**config.mk**
```make
export PLATFORM = sky130hd
export DESIGN_NAME = spi_stream_arbiter
export DESIGN_NICKNAME = d
export VERILOG_FILES = /design/src/rtl/spi_stream_arbiter.sv
export SDC_FILE = /design/constraint.sdc
export NUM_CORES = 1
export LEC_CHECK = 0
export CAP_MARGIN = 30
export CORE_ASPECT_RATIO = 1.75
export CORE_UTILIZATION = 25
export DETAILED_ROUTE_END_ITERATION = 10
export GPL_TIMING_DRIVEN = 1
export SYNTH_ARGS = -nofsm -noshare
export SYNTH_HDL_FRONTEND = slang
export SYNTH_SLANG_ARGS = --single-unit
```
**constraint.sdc**
```tcl
create_clock -name dataclk -period 2.3 [get_ports dataclk]
set_input_delay 0.46 -clock dataclk [delete_from_list [all_inputs] [get_ports dataclk]]
set_output_delay 0.46 -clock dataclk [all_outputs]
set_load 0.1 [all_outputs]
```
**src/rtl/spi_stream_arbiter.sv**
```systemverilog
// Round-robin frame scheduler sharing one 16-bit FIFO write port between N_SRC sample sources.
// Each frame is HEADER, {grant, frame_seq}, then FRAME_LEN data words from the granted source.
module spi_stream_arbiter #(
   parameter int          N_SRC     = 4,
   parameter int          FRAME_LEN = 8,
   parameter logic [15:0] HEADER    = 16'hC691
) (
   input  logic                  dataclk,
   input  logic                  reset_n,
   input  logic                  enable,
   input  logic                  fifo_overflow,
   input  logic [N_SRC-1:0]      src_valid,
   input  logic [16*N_SRC-1:0]   src_data,
   output logic [N_SRC-1:0]      src_ready,
   output logic [15:0]           out_data,
   output logic                  out_wen,
   output logic                  halted,
   output logic [7:0]            frame_seq
);

   localparam int         GW       = (N_SRC > 1) ? $clog2(N_SRC) : 1;
   localparam logic [7:0] LAST_IDX = 8'(FRAME_LEN - 1);

   typedef enum logic [2:0] {
      S_IDLE,
      S_ARB,
      S_ID,
      S_DATA,
      S_HALT
   } state_t;

   state_t        r_state;
   logic [GW-1:0] r_grant;
   logic [GW-1:0] r_last_grant;
   logic [7:0]    r_count;
   logic [15:0]   r_out_data;
   logic          r_out_wen;
   logic          r_halted;
   logic [7:0]    r_frame_seq;

   logic          w_found;
   logic [GW-1:0] w_pick;
   logic [GW:0]   w_sum;
   logic [GW:0]   w_idx;
   logic [15:0]   w_word;
   logic          w_xfer;

   // Lowest offset from last_grant+1 wins, so scan from the far end and let nearer hits overwrite.
   // NOTE: every always_comb output gets a default first so no path leaves it unassigned (no latch).
   always_comb begin
      w_found = 1'b0;
      w_pick  = '0;
      w_sum   = '0;
      w_idx   = '0;
      for (int i = N_SRC; i >= 1; i--) begin
         w_sum = {1'b0, r_last_grant} + (GW+1)'(i);
         w_idx = (w_sum >= (GW+1)'(N_SRC)) ? w_sum - (GW+1)'(N_SRC) : w_sum;
         if (src_valid[w_idx[GW-1:0]]) begin
            w_found = 1'b1;
            w_pick  = w_idx[GW-1:0];
         end
      end
   end

   always_comb begin
      src_ready = '0;
      if (r_state == S_DATA && enable && !fifo_overflow) begin
         src_ready[r_grant] = 1'b1;
      end
   end

   assign w_word = src_data[{r_grant, 4'b0000} +: 16];
   assign w_xfer = |(src_ready & src_valid);

   // NOTE: all state here is sequential, so every assignment is non-blocking.
   always_ff @(posedge dataclk or negedge reset_n) begin
      if (!reset_n) begin
         r_state      <= S_IDLE;
         r_grant      <= '0;
         r_last_grant <= GW'(N_SRC - 1);
         r_count      <= '0;
         r_out_data   <= '0;
         r_out_wen    <= 1'b0;
         r_halted     <= 1'b0;
         r_frame_seq  <= '0;
      end else if (!enable && r_state != S_IDLE) begin
         r_state   <= S_IDLE;
         r_out_wen <= 1'b0;
         r_halted  <= 1'b0;
         r_count   <= '0;
      end else if (fifo_overflow &&
                   (r_state == S_ARB || r_state == S_ID || r_state == S_DATA)) begin
         r_state   <= S_HALT;
         r_out_wen <= 1'b0;
         r_halted  <= 1'b1;
      end else begin
         case (r_state)
            S_IDLE: begin
               r_out_wen <= 1'b0;
               if (enable) r_state <= S_ARB;
            end
            // A header never directly follows a data word: one turnaround cycle separates frames.
            S_ARB: begin
               if (w_found && !r_out_wen) begin
                  r_grant      <= w_pick;
                  r_last_grant <= w_pick;
                  r_out_data   <= HEADER;
                  r_out_wen    <= 1'b1;
                  r_state      <= S_ID;
               end else begin
                  r_out_wen <= 1'b0;
               end
            end
            S_ID: begin
               r_out_data  <= {8'(r_grant), r_frame_seq};
               r_out_wen   <= 1'b1;
               r_frame_seq <= r_frame_seq + 8'd1;
               r_count     <= '0;
               r_state     <= S_DATA;
            end
            S_DATA: begin
               if (w_xfer) begin
                  r_out_data <= w_word;
                  r_out_wen  <= 1'b1;
                  r_count    <= r_count + 8'd1;
                  if (r_count == LAST_IDX) r_state <= S_ARB;
               end else begin
                  r_out_wen <= 1'b0;
               end
            end
            S_HALT: begin
               r_out_wen <= 1'b0;
            end
            default: begin
               r_state   <= S_IDLE;
               r_out_wen <= 1'b0;
            end
         endcase
      end
   end

   assign out_data  = r_out_data;
   assign out_wen   = r_out_wen;
   assign halted    = r_halted;
   assign frame_seq = r_frame_seq;

endmodule
```
==> reports/metrics.yaml, run 1 <==
crit_path_start_kind: "register"
cap_violations: 0
slowest_delay_ns: 0.48
die_y_um: 136
clk_latency_ns: 0.28
die_x_um: 78.5
hold_viol_final: 0
cp_top_family: "simple AND/OR/NAND/NOR gates"
synth_warnings: 0
dpl_cell_area_um2: 3820
ys_types: 49
syn_area_um2: 2560
area_delta_synth_final_pct: 56.0
grt_max_degree: 42
drive_gt1_frac: 0.281
grt_pass1_vias: 2451
drt_wl_total_um: 7570
outcome: "complete, no violations"
min_period_ns: 2.18
end_kind: "output pin"
critPathSlowestCell: "dfrtp_1"
syn_nets: 299
power.leakage_nw: 1.68
p_sw_frac: 0.403
cts_hold_buf: 0
synth_flop_cell: "dfrtp_1"
async_reset_ff_frac: 1.00
ys_ff_latch: 41
synth_edf_count: 0
total_power_mw: 3.42
cts_buffers: 5
syn_inst: 225
final_area_um2: 4000
final_cell_count_no_fill: 463
p_comb_frac: 0.472
htreeDepth: 2
fin_nets: 411
powerDensity_nw_per_um2: 855
diodes: 0
relSlewSlack: 0.607
finalWorstSetupSlack_ns: 0.116
power.share.sequential: 0.283
slew_violations: 0
worstPathCellList: "nor3b_4 > nand3_4 > nor3_4 > buf_12"
hold_slack_ns: 0.235
synth_area_per_cell_um2: 11.4
cp.arrival_ns: 1.72
post_cts_buffers: 0
start_util: 0.258
vias: 2296
rsz0062_at_grt: "false"
drt.antenna.violating_nets: 0
placed_cells: 455
routedWlPerCell_um: 16.3
drt_iter0_markers: 39
clock_skew_ns: 0.00525
p_int_mw: 2.04
grt_antenna_before_repair: 0
cts-root-buf: "clkbuf_16"
clk_pin_slew_ns: 0.06
net-switching-power_mw: 1.38
core_um2: 9910
n_fill_cell: 990
track_usage: 0.152
timing.setup.tns_ns: 0
min_path_type: "primary input to asynchronous set/reset pin"
viasPerCell: 4.96
clockBufferDepth: 2
peakVddDrop_mv: 0.618
cts_tree: "built"
drc_errors: 0
dp_hpwl_um: 5890
gp_congestion: 0.742
post-route-util: 0.403
multiInputGateArea_um2: 1510
cts.sinks: 41
grt_pass1_wl_um: 12400
grt-ovfl-total: 0
fp.dieArea_um2: 10700
setup_violations: 0
post-place-ws_ns: -0.158
ys_seq_area_frac: 0.402
io_pins: 102
cp.required_ns: 1.84
min_period_over_period: 0.950
port-buffer-count: 101
clockPowerShare: 0.245
worst-setup-path-type: "register to output pin"
cp_max_fo: 9
fp-row-count: 48
worstMarginPinSlew_ns: 0.585
regArea_um2: 1030
clock.fmax_mhz: 458
critPathBufInv: 1
firstDrtPassIters: 4
==> worst register-to-register path, delay by kind of cell, from the launching register on <==
| kind | cells | cell delay (ns) |
|---|---|---|
| simple gates | 1 | 0.27 |
| mux | 2 | 0.97 |
| flops | 1 | 0.38 |
| compound gates | 1 | 0.21 |
==> kinds of logic after synthesis <==
kind of cell,count (synthesis),share of synthesized area
AO/OA/AOI/OAI,46,0.134
XOR/XNOR,7,0.0239
adder cells (fa/ha/maj),2,0.00977
buffers and inverters,19,0.0352
flip-flops,41,0.402
multiplexers,39,0.241
AND/OR/NAND/NOR,71,0.154
==> power by group through the flow <==
stage / sequential [mW] / clock (mW) / combinational, mW
after floorplan: 1.38 / 0 / 0.769
after global placement: 0.978 / 0 / 1.61
after detailed placement: 0.979 / 0 / 1.64
after CTS: 0.971 / 0.846 / 1.64
after global routing: 0.989 / 0.875 / 1.72
final: 0.968 / 0.837 / 1.61
==> area by class of cell <==
cell class | instances | share of cell area
Timing Repair Buffer | 118 | 0.278
Sequential cell | 41 | 0.257
Clock inverter | 1 | 0.00751
Inverter | 6 | 0.00564
Clock buffer | 7 | 0.0357
Tap cell | 125 | 0.0391
Multi-Input combinational cell | 165 | 0.377
==> placed cells by master, fill, tap and decap left out, types with 7 or more instances in the layout <==
cell,count
clkdlybuf4s50_1,68
buf_4,43
dfrtp_1,39
nand2_1,20
mux4_2,16
mux2i_1,11
mux2_2,9
o21ai_0,8
and3_1,7
a21oi_1,7
==> cell usage after synthesis, types with 3 or more instances <==
cell	n	share of area
mux2_4	3	0.018
a21oi_1	7	0.014
nand2b_1	3	0.0073
buf_1	3	0.0044
and3b_1	3	0.010
nand2_1	20	0.029
and2_1	4	0.0098
nand4_1	5	0.012
dfrtp_1	39	0.38
o2bb2ai_1	5	0.017
nor2b_1	4	0.0098
o22a_1	3	0.010
inv_1	6	0.0088
buf_2	3	0.0059
nand3_1	7	0.014
clkbuf_1	5	0.0073
o21ai_0	8	0.016
mux4_2	16	0.14
mux2i_1	11	0.043
xnor2_1	6	0.021
and3_1	7	0.017
nor3_1	6	0.012
nor2_1	3	0.0044
a31oi_1	5	0.012
a41oi_1	3	0.010
mux2_2	9	0.040
==> flip-flops by register name, indices dropped and copies added, names as in the netlist <==
name          count
halted            1
r_state           3
out_wen           1
r_count           8
frame_seq         8
out_data         16
r_grant           2
r_last_grant      2
==> layer usage <==
| layer | vias up | GRT usage | share of wire |
|---|---|---|---|
| met2 | 70 | 0.287 | 0.56 |
| met4 | 0 | 0.0628 | 0.020 |
| met1 | 1129 | 0.163 | 0.37 |
| li1 | 1087 | - | - |
| met5 | - | 0 | 0 |
| met3 | 10 | 0.0268 | 0.045 |
==> path summary, 6_finish.rpt <==
path	startpoint	endpoint	slack, ns	cells past startpoint
min in group dataclk	r_count[7]$_DFFE_PN0P_	r_count[7]$_DFFE_PN0P_	0.49	1
setup / recovery	r_state[2]$_DFFE_PN0P_	src_ready[0]	0.12	4
max in group asynchronous	reset_n	r_last_grant[1]$_DFFE_PN1P_	1.69	2
setup reg to reg	r_grant[0]$_DFFE_PN0P_	out_data[4]$_DFFE_PN0P_	0.35	4
hold / removal	reset_n	out_data[3]$_DFFE_PN0P_	0.23	2
hold reg to reg	r_count[7]$_DFFE_PN0P_	r_count[7]$_DFFE_PN0P_	0.49	1
==> repair_timing <==
item                                    4_1_cts  5_1_grt
resized for setup                             1        1
endpoints found under the hold margin         0        0
endpoints found under the setup margin        4        4
pin swaps                                     4        2
gates cloned                                  0        0
(Power assumes the default switching activity.)
==> run 2: changes to the inputs <==
- CELL_PAD_IN_SITES_DETAIL_PLACEMENT: not set -> 1
- CELL_PAD_IN_SITES_GLOBAL_PLACEMENT: not set -> 1
- CORE_MARGIN: not set -> 1
- PLACE_DENSITY_LB_ADDON: not set -> 0.1
==> reports/metrics.yaml, run 2 (synthesized netlist as in run 1, its figures left out) <==
setup_violations: 0  # unchanged
cts_buffers: 5  # unchanged
total_power_mw: 3.38  # -1.1%
cap_violations: 0  # unchanged
drt_wl_total_um: 8540  # +13%
area_delta_synth_final_pct: 58.8
final_cell_count_no_fill: 468  # +1.1%
post_cts_buffers: 0  # unchanged
final_common_cell: "clkdlybuf4s50_1"
end_kind: "output pin"
viasPerCell: 5.01  # +1.0%
clock.fmax_mhz: 456  # -0.37%
critPathSlowestCell: "dfrtp_1"
dp_hpwl_um: 6760  # +15%
reg2reg_depth: 4  # unchanged
power.leakage_nw: 1.72  # +2.5%
hold_viol_final: 0  # unchanged
grt-ovfl-total: 0  # unchanged
drc_errors: 0  # unchanged
die_y_um: 136  # unchanged
core_um2: 9910  # unchanged
rsz0062_at_grt: "false"
r2r_end: "r_grant[0]$_DFFE_PN0P_"
clockBufferDepth: 2  # unchanged
clk_pin_slew_ns: 0.06  # about the same
cts-root-buf: "clkbuf_16"
min_path_type: "primary input to asynchronous set/reset pin"
fp-row-count: 48  # unchanged
min_period_ns: 2.19  # +0.00810 ns
fin_nets: 416  # +1.2%
grt_pass1_wl_um: 13600  # +10%
placed_cells: 460  # +1.1%
grt_pass1_vias: 2617  # +6.8%
n_fill_cell: 1107  # +12%
worstMarginPinSlew_ns: 0.638  # +0.0528 ns
routedWlPerCell_um: 18.2  # +12%
track_usage: 0.171  # +0.0188
io_pins: 102  # unchanged
gp_congestion: 0.720  # -2.9%
outcome: "complete, no violations"
cp_max_fo: 9  # unchanged
cp.required_ns: 1.84  # about the same
drt_iter0_markers: 36  # -7.7%
start_util: 0.258  # unchanged
cts.sinks: 41  # unchanged
htreeDepth: 2  # unchanged
worstPathCellList: "nor3b_4 > nand3_4 > nor3_4 > buf_12"
reg2reg_slack_ns: 0.34  # about the same
fp.dieArea_um2: 10700  # unchanged
clk_latency_ns: 0.29  # about the same
firstDrtPassIters: 4  # unchanged
port-buffer-count: 101  # unchanged
cp.arrival_ns: 1.73  # about the same
drt.antenna.violating_nets: 0  # unchanged
timing.rr.start: "r_state[0]$_DFFE_PN0P_"
diodes: 0  # unchanged
vias: 2345  # +2.1%
crit_path_start_kind: "register"
slew_violations: 0  # unchanged
grt_max_degree: 42  # unchanged
peakVddDrop_mv: 0.493  # -20%
cts_tree: "built"
slowest_delay_ns: 0.50  # +0.02 ns
relSlewSlack: 0.571  # -0.0354
largest_register_ffs: 16  # unchanged
die_x_um: 78.5  # unchanged
min_period_over_period: 0.953  # +0.00352
grt_antenna_before_repair: 0  # unchanged
drive_gt1_frac: 0.297  # +0.0163
powerDensity_nw_per_um2: 831  # -2.8%
most-common-layout-cells: "68 x clkdlybuf4s50_1, 45 x buf_4, 39 x dfrtp_1"
worst-setup-path-type: "register to output pin"
clock_skew_ns: 0.00769  # +0.00244 ns
==> run 2: changes by cell type in the layout (fill, tap and decap cells not counted) <==
cell / previous run / this run
clkbuf_1: 1 / 0
nor4_1: 2 / 1
clkinv_2: 0 / 1
dlymetal6s2s_1: 1 / 2
bufinv_16: 1 / 0
dlygate4sd2_1: 1 / 0
nor4_2: 0 / 1
buf_12: 4 / 7
clkbuf_8: 1 / 2
buf_4: 43 / 45
==> run 2: area by class of cell <==
type / instances / area (µm²) / share of cell area
well taps: 125 / 156 / 0.0385
repair buffers: 123 / 1190 / 0.292
flip-flops and latches: 41 / 1030 / 0.253
inverters: 6 / 22.5 / 0.00554
multi-input cells: 165 / 1510 / 0.372
clock buffers: 7 / 153 / 0.0375
clock inverters: 1 / 5.00 / 0.00123
==> run 2: per-stage QoR <==
step	utilization	TNS (ns)	hold slack, ns	area (µm²)	worst slack (ns)
after floorplan	-	-0.364	0.164	2640	-0.116
after global placement	0.393	-1.83	0.469	3900	-0.143
after detailed placement	0.393	-2.62	0.478	3900	-0.177
after CTS	0.409	0	0.272	4060	0.000452
after global routing	0.410	0	0.295	4070	0.0260
final	0.410	0	0.252	4070	0.108
==> run 2: repair_timing <==
| action | CTS | global route |
|---|---|---|
| pin swaps | 1 | 4 |
| setup endpoints to repair | 3 | 8 |
| gates resized for setup | 0 | 3 |
| hold buffers | 0 | 0 |
==> run 2: worst max path at each step <==
stage	from	cells after the start	endpoint
floorplan	enable	4	src_ready[0]
global placement	src_valid[3]	7	out_data[11]$_DFFE_PN0P_
global route	r_state[2]$_DFFE_PN0P_	4	src_ready[1]
finish	r_state[2]$_DFFE_PN0P_	4	src_ready[1]
CTS	enable	5	src_ready[2]
detailed placement	src_valid[3]	7	out_data[15]$_DFFE_PN0P_
==> run 2: power breakdown <==
part / internal, mW / total (mW) / switching, mW
registers: 0.842 / 0.979 / 0.137
clock network: 0.460 / 0.754 / 0.294
logic: 0.688 / 1.65 / 0.959
==> run 2: metal layers <==
layer | share of wire | wire [µm] | GRT usage
met1 | 0.35 | 2960 | 0.168
met4 | 0.015 | 131 | 0.0597
met3 | 0.051 | 436 | 0.0403
met2 | 0.59 | 5020 | 0.337
met5 | 0 | 0 | 0
==> run 2: critical path: cells and delay by family, from the launching register on <==
| family | cells | cell delay [ns] |
|---|---|---|
| flip-flops | 1 | 0.50 |
| AND/OR/NAND/NOR | 3 | 0.73 |
| buffers and inverters | 1 | 0.20 |
==> run 3: changes to the inputs <==
- SLEW_MARGIN: not set -> 5
==> results of run 3 <==
Final layout, timing and power as in run 2 (identical DEF).
